$ cat src/rtl/uart_mem_dump.sv
// rtl/uart_mem_dump.sv - rib read master that dumps memory words out a UART TX pin
//
// Ports:
//   clk, rst          system clock, synchronous active-high reset
//   start_i           single-cycle start request (only honoured in IDLE)
//   base_addr_i       first word address, low two bits ignored
//   word_cnt_i        number of 32-bit words to dump (0 completes immediately)
//   req_o, mem_we_o, mem_addr_o, mem_wdata_o, mem_rdata_i
//                     rib master port; read-only, rdata valid in the req cycle
//   tx_pin            registered UART output, idle high, 8N1, BAUD_DIV cycles/bit
//   busy_o            high while reading/sending
//   done_o            one-cycle pulse when a dump completes
module uart_mem_dump #(
  parameter int BAUD_DIV = 434,
  parameter int CNT_W    = 16
) (
  input  logic             clk,
  input  logic             rst,
  input  logic             start_i,
  input  logic [31:0]      base_addr_i,
  input  logic [CNT_W-1:0] word_cnt_i,
  output logic             req_o,
  output logic             mem_we_o,
  output logic [31:0]      mem_addr_o,
  output logic [31:0]      mem_wdata_o,
  input  logic [31:0]      mem_rdata_i,
  output logic             tx_pin,
  output logic             busy_o,
  output logic             done_o
);

  localparam int BW = (BAUD_DIV > 2) ? $clog2(BAUD_DIV) : 1;
  localparam logic [BW-1:0] BAUD_LAST = BW'(BAUD_DIV - 1);

  typedef enum logic [1:0] {IDLE, READ, SEND, FIN} state_t;

  state_t           state, state_nxt;
  logic [31:0]      addr;
  logic [31:0]      shreg;
  logic [CNT_W-1:0] remain;
  logic [BW-1:0]    baud_cnt;
  logic [3:0]       bit_idx;   // 0 = start, 1..8 = data, 9 = stop
  logic [1:0]       byte_idx;
  logic             bit_end;
  logic             word_end;

  assign bit_end  = (state == SEND) && (baud_cnt == BAUD_LAST);
  assign word_end = bit_end && (bit_idx == 4'd9) && (byte_idx == 2'd3);

  assign mem_we_o    = 1'b0;
  assign mem_wdata_o = 32'h0;
  // addr only changes on entry to READ, so it doubles as the held bus address
  assign mem_addr_o  = addr;

  always_ff @(posedge clk) begin
    if (rst) state <= IDLE;
    else     state <= state_nxt;
  end

  always_comb begin
    state_nxt = state;
    req_o     = 1'b0;
    busy_o    = 1'b0;
    done_o    = 1'b0;
    case (state)
      IDLE: if (start_i) state_nxt = (word_cnt_i != '0) ? READ : FIN;
      READ: begin
        req_o     = 1'b1;
        busy_o    = 1'b1;
        state_nxt = SEND;
      end
      SEND: begin
        busy_o = 1'b1;
        if (word_end) state_nxt = (remain == CNT_W'(1)) ? FIN : READ;
      end
      FIN: begin
        done_o    = 1'b1;
        state_nxt = IDLE;
      end
      default: state_nxt = IDLE;
    endcase
  end

  always_ff @(posedge clk) begin
    if (rst) begin
      addr     <= 32'h0;
      shreg    <= 32'h0;
      remain   <= '0;
      baud_cnt <= '0;
      bit_idx  <= 4'd0;
      byte_idx <= 2'd0;
      tx_pin   <= 1'b1;
    end else begin
      case (state)
        IDLE: begin
          tx_pin <= 1'b1;
          if (start_i && (word_cnt_i != '0)) begin
            addr   <= base_addr_i & 32'hFFFF_FFFC;
            remain <= word_cnt_i;
          end
        end
        READ: begin
          shreg    <= mem_rdata_i;
          baud_cnt <= '0;
          bit_idx  <= 4'd0;
          byte_idx <= 2'd0;
          tx_pin   <= 1'b0;  // start bit of byte 0 appears with the first SEND cycle
        end
        SEND: begin
          if (!bit_end) begin
            baud_cnt <= baud_cnt + 1'b1;
          end else begin
            baud_cnt <= '0;
            if (bit_idx == 4'd9) begin
              bit_idx <= 4'd0;
              if (byte_idx == 2'd3) begin
                tx_pin <= 1'b1;
                remain <= remain - 1'b1;
                // advance only when another READ follows so the bus address holds
                if (remain != CNT_W'(1)) addr <= addr + 32'd4;
              end else begin
                byte_idx <= byte_idx + 1'b1;
                shreg    <= {8'h00, shreg[31:8]};
                tx_pin   <= 1'b0;
              end
            end else begin
              bit_idx <= bit_idx + 1'b1;
              tx_pin  <= (bit_idx == 4'd8) ? 1'b1 : shreg[bit_idx[2:0]];
            end
          end
        end
        default: tx_pin <= 1'b1;
      endcase
    end
  end

endmodule

$ cat config.mk
export PLATFORM = sky130hd
export DESIGN_NAME = uart_mem_dump
export DESIGN_NICKNAME = d
export VERILOG_FILES = /design/src/rtl/uart_mem_dump.sv
export SDC_FILE = /design/constraint.sdc
export NUM_CORES = 1
export LEC_CHECK = 0
export ABC_AREA = 1
export CAP_MARGIN = 20
export CORE_MARGIN = 5
export CORE_UTILIZATION = 35
export CTS_CLUSTER_DIAMETER = 40
export DETAILED_ROUTE_END_ITERATION = 6
export DONT_BUFFER_PORTS = 1
export PLACE_DENSITY = 0.5
export SYNTH_ARGS = -nofsm -noshare
export SYNTH_HDL_FRONTEND = slang
export SYNTH_SLANG_ARGS = --single-unit
$ cat constraint.sdc
create_clock -name clk -period 3 [get_ports clk]
set_clock_uncertainty 0.15 [all_clocks]
set_input_delay 0.6 -clock clk [delete_from_list [all_inputs] [get_ports clk]]
set_output_delay 0.6 -clock clk [all_outputs]
set_load 0.02 [all_outputs]
==> Word-level counts from Yosys, hierarchy flattened <==
Cells that the tools add are included.
{ "totals": {"regBits": 98, "input_bits": 83, "out_inout_bits": 69, "elab_cells": 84} }
{ "classes": {"addsub": 5, "n_lt_le_gt_ge": 1, "n_eq_ne": 17, "muxes": 39, "reduce_logical": 14} }
{ "op_table": {"columns": ["operator", "count"], "rows": [
  ["32-bit two-way mux", 8],
  ["32-bit one-hot mux with 2 select lines", 2],
  ["16-bit two-way mux", 4],
  ["32-bit by 3-bit adder with 32-bit output (second input constant)", 1],
  ["16-bit one-hot mux with 2 select lines", 1],
  ["9-bit one-hot mux with 2 select lines", 1],
  ["16-bit by 1-bit equality test with 1-bit output (second input constant)", 1],
  ["16-bit by 1-bit inequality test with 1-bit output (second input constant)", 1],
  ["16-bit nonzero test", 1],
  ["16-bit by 1-bit subtractor with 16-bit output (second input constant)", 1],
  ["2-bit two-way mux", 7],
  ["2-bit inequality test (second input constant)", 5],
  ["9-bit by 1-bit adder with 9-bit output (second input constant)", 1],
  ["9-bit equality test (second input constant)", 1],
  ["9-bit two-way mux", 1],
  ["4-bit equality test (second input constant)", 2],
  ["1-bit two-way mux", 8],
  ["4-bit two-way mux", 2],
  ["2-bit one-hot mux with 4 select lines", 1],
  ["4-bit one-hot mux with 2 select lines", 1],
  ["2-bit equality test (second input constant)", 3],
  ["3-bit by 6-bit less-than comparator with 1-bit output (second input constant)", 1],
  ["2-bit by 1-bit inequality test with 1-bit output (second input constant)", 3],
  ["6-bit AND reduction", 1],
  ["13 further kinds", 18]
]} }

==> Depth between registers and ports, before layout <==
{ "logic_depth": {"depth_word": 6, "ltp_mapped": 14, "mapped_depth_nobuf": 13} }

==> Worst setup path before layout <==
OpenSTA, ideal clock, no wires.
{ "synth_path": {"path_type": "reg-to-reg", "from": "reg addr[2] (netlist: mem_addr_o[2])", "to": "reg addr[20] (netlist: mem_addr_o[20])", "setup_time_ns": 0.064, "arrival_time_ns": 1.667, "t_required_ns": 2.786, "setup_slack_ns": 1.119, "stages_incl_launch_ff": 12, "period_less_slack_ns": 1.881, "cell_sequence": "dfxtp_1 > ha_1 > nand2_1 > nor2_1 > nand2_1 > inv_2 > nand3_1 > o21ai_0 > inv_2 > o21bai_1 > inv_1 > nor2_1"} }
{ "synth_via": {"elab_chain_len": 6} }
{ "synth_lines": {"columns": ["element", "line", "text"], "rows": [
  ["start: declaration", "38", "logic [31:0] addr;"],
  ["start signal: assignment", "98", "addr <= base_addr_i & 32'hFFFF_FFFC;"],
  ["start signal: assignment", "120", "if (remain != CNT_W'(1)) addr <= addr + 32'd4;"],
  ["32-bit by 3-bit adder with 32-bit output", "120", null],
  ["32-bit two-way mux", "120", null],
  ["32-bit two-way mux", "116", "if (byte_idx == 2'd3) begin"],
  ["32-bit two-way mux", "114", "if (bit_idx == 4'd9) begin"],
  ["32-bit two-way mux", "110", "if (!bit_end) begin"],
  ["32-bit one-hot mux with 2 select lines", "94", "case (state)"]
]} }
Every way passes these cells. The select of a mux whose other input is x is not followed.
A chain may end at the register's enable or synchronous reset.

==> Worst setup path in the final report <==
{ "layout_path": {"from": "reg state[0]", "to": "reg remain[15]"} }
{ "layout_via": {"elab_chain_len": 4, "elab_cells_between_ends": 10, "cone_classes": "eq/ne (5); mux (1); reduce/logical (4)"} }
{ "layout_lines": {"columns": ["element", "line", "text"], "rows": [
  ["start: declaration", "37", "state_t state, state_nxt;"],
  ["start signal: assignment", "57", "else state <= state_nxt;"],
  ["2-bit equality test", "47, 94", null],
  ["1-bit logical AND", "47", "assign bit_end = (state == SEND) && (baud_cnt == BAUD_LAST);"],
  ["2-bit inequality test (no source line)", null, null],
  ["5-bit AND reduction (no source line)", null, null],
  ["end signal: assignment", "99", "remain <= word_cnt_i;"],
  ["end signal: assignment", "118", "remain <= remain - 1'b1;"],
  ["end: declaration", "40", "logic [CNT_W-1:0] remain;"]
]} }
Several ways; a longest one is shown, not always the timed one.

==> metrics.md <==
| Metric | Value |
|---|---|
| Htree depth | `3` |
| MaxCap Viol Count | `0` |
| Final instance area | `6360 um^2` |
| Endpoints failing setup | `0` |
| Die Width | `141 um` |
| Drt pass-1 iters | `5` |
| Routed wire length | `16.6 mm` |
| Final WS setup | `0.663 ns` |
| Io pins | `152` |
| Critical Path, Cell by Cell | `inv_1, ha_1, inv_1, nor2_1, nand3_1, nor2_1, a21oi_1, nand2_2, clkinv_2, o21ai_1, a21oi_1` |
| Commonest non-fill, non-tap cell in the layout | `nand2_1` |
| Vias in the first global route | `5,227` |
| Hold_buf cts | `0` |
| Area grow syn2layout | `5.59%` |
| DRT antenna net count | `0` |
| Largest net degree at the start of global routing | `84` |
| Mapped Cells | `972` |
| Total die area | `19,900 um^2` |
| Mean post-synth cell area | `6.20 um^2` |
| Hold crit path type | `input port to register` |
| Slowest-stage cell, CP | `dfxtp_1` |
| Required time worst endpoint | `3.10 ns` |
| Synth top area share | `31.9%` |
| Number of post-CTS setup repair buffers | `0` |
| RSZ-0062 raised after global routing | `no` |
| Pins Over Slew Limit | `0` |
| Area contributors post-synth | `dfxtp_1, nand2_1, nor2_1, buf_4, a21oi_1` |
| Initial core utilization | `35.2%` |
| Initial antenna violation count | `1` |
| Post-synthesis compound-gate area fraction | `15.3%` |
| WP buf/inv | `3` |
| CTS tree | `built` |
| Final period util | `77.9%` |
| Clk_lat worst skew | `0.36 ns` |
| CP Max Fanout | `18` |
| Total congestion overflow | `0` |
| Final GP Congestion | `0.841` |
| Drt drc | `0` |
| P_leak | `2.59 nW` |
| Post-synthesis simple-gate area fraction | `36.0%` |
| Top delay family on crit path | `simple AND/OR/NAND/NOR gates` |
| Worst slew pin tran | `0.811 ns` |
| Peak supply drop | `324 uV` |
| CTS max path bufs | `2` |
| Dpl hpwl | `11.9 mm` |
| Pwr dens | `938 nW/um^2` |
| Min Clock Period, post-route | `2.34 ns` |
| Clock sink count | `96` |
| Port-buffer cells | `0` |
| Status | `finished clean` |
| Final Hold Fails | `0` |
| Main combinational cell family by area after synthesis | `simple AND/OR/NAND/NOR gates` |
| Setup tns final | `0 ns` |
| Sequential area share after synthesis | `31.9%` |
| Wire length per cell | `14.1 um` |
| Starting DRT DRC Count | `323` |
| All-Layer GR Usage | `16.6%` |
| Synth warn | `0` |
| Vias | `5,634` |
| Root Driver | `clkbuf_16` |
| Post-layout nets | `1,044` |
| Total CTS buffers | `9` |
| Number of synthesized register bits | `96` |
| CTS resizes | `0` |
| Area leader, netlist | `dfxtp_1` |
| Core ar. | `17,100 um^2` |
| Synth Cell Area | `6020 um^2` |
| Via-per-instance ratio | `4.77` |
| Dpl cell area | `6050 um^2` |
| # rows | `48` |
| Post-Synth Adder-Cell Area | `2.08%` |
| Worst-path clk slew | `0.09 ns` |
| Netlist cell types | `41` |
| First-pass GRT wire length | `27.1 mm` |
| CP peak stage delay | `0.33 ns` |
| Share of cells above drive strength 1 | `5.96%` |
| Diodes inserted | `0` |
| Setup crit end kind | `register` |
| Chip height | `141 um` |
| Pre-CTS setup slack | `0.664 ns` |
| Most frequent cells in the layout | `nand2_1, nor2_1, dfxtp_1, inv_1, a21oi_1` |
| Worst EP arrival | `2.43 ns` |
| Startpoint types | `register` |
| Critical path type | `register to register` |
| Post-Synth XOR/XNOR Area | `2.18%` |
| Mux share of post-synthesis cell area | `0%` |
| Slew Limit Headroom | `45.9%` |
| Max Freq | `428 MHz` |
[report_power, final]
part / internal [mW] / switching [mW] / total [mW]
sequential: 1.67 / 0.675 / 2.34
combinational: 0.806 / 1.61 / 2.41
clock: 0.597 / 0.608 / 1.20
total: 3.07 / 2.89 / 5.96
[per-stage QoR]
| stage | power, mW | hold slack (ns) | instances | utilization (%) |
|---|---|---|---|---|
| after global placement | 4.80 | 0.297 | 1165 | 35.3 |
| final | 5.96 | 0.174 | 1181 | 37.1 |
| after CTS | 6.04 | 0.152 | 1181 | 37.1 |
| after global routing | 6.53 | 0.139 | 1181 | 37.1 |
| after detailed placement | 4.81 | 0.299 | 1165 | 35.3 |
| after floorplan | 4.28 | 0.291 | 1006 | - |
[routing by layer]
metal / vias to the layer above / part of all wire, % / GRT usage, %
met5: - / 0.042 / 0
met4: 2 / 1.3 / 4.23
met3: 17 / 6.0 / 4.17
met2: 131 / 44 / 25.5
met1: 2491 / 49 / 23.4
li1: 2993 / - / -
[flip-flops by register name (all words and copies together) (netlist names)]
name        flops
byte_idx        2
bit_idx         4
state           2
remain         16
mem_addr_o     30
baud_cnt        9
tx_pin          1
shreg          32
[cell families after synthesis]
group,Yosys count
other,1
adders and majority gates,10
buffers and inverters,153
AOI/OAI and AO/OA,165
DFF,96
and+or+nand+nor,532
xor gates and xnor gates,15
[path summary, 6_finish.rpt]
check / startpoint / to / slack [ns] / depth (start not counted)
worst min-delay path: rst / remain[11] / 0.17 / 1
worst max register to register: state[0] / remain[15] / 0.66 / 11
worst max-delay path: state[0] / remain[15] / 0.66 / 11
worst min register to register: shreg[24] / shreg[24] / 0.31 / 2
[final cells by class]
cell class	instances	area (um^2)
sequential	96	1920
tap	225	282
timing repair buffer	8	72.6
clock buffer	9	225
clock inverter	7	85.1
fill	1981	10800
multi-input combinational	757	3470
inverter	79	298
[cell usage after synthesis]
cell / n
o21bai_1: 6
buf_6: 2
nand4_1: 6
nand2_1: 341
nand3_1: 43
o21ai_1: 34
nand2_2: 3
o21a_1: 3
nand2_4: 1
a31oi_1: 24
nor3_2: 1
nor3b_1: 1
nor3_1: 6
nor2_4: 1
nand3b_1: 3
a21oi_2: 1
or2_2: 7
o21ai_0: 25
inv_2: 13
or2_1: 1
buf_4: 41
o22ai_1: 1
dfxtp_1: 96
a211oi_1: 5
o211ai_1: 1
nand3_4: 1
xor2_1: 11
ha_1: 10
o31ai_1: 4
xnor2_1: 4
nand3_2: 2
nor2_1: 114
clkbuf_1: 22
clkinv_2: 1
nor2_2: 1
o211a_1: 1
conb_1: 1
a21oi_1: 59
a311o_1: 1
buf_2: 9
inv_1: 65
(Power assumes the default switching activity.)
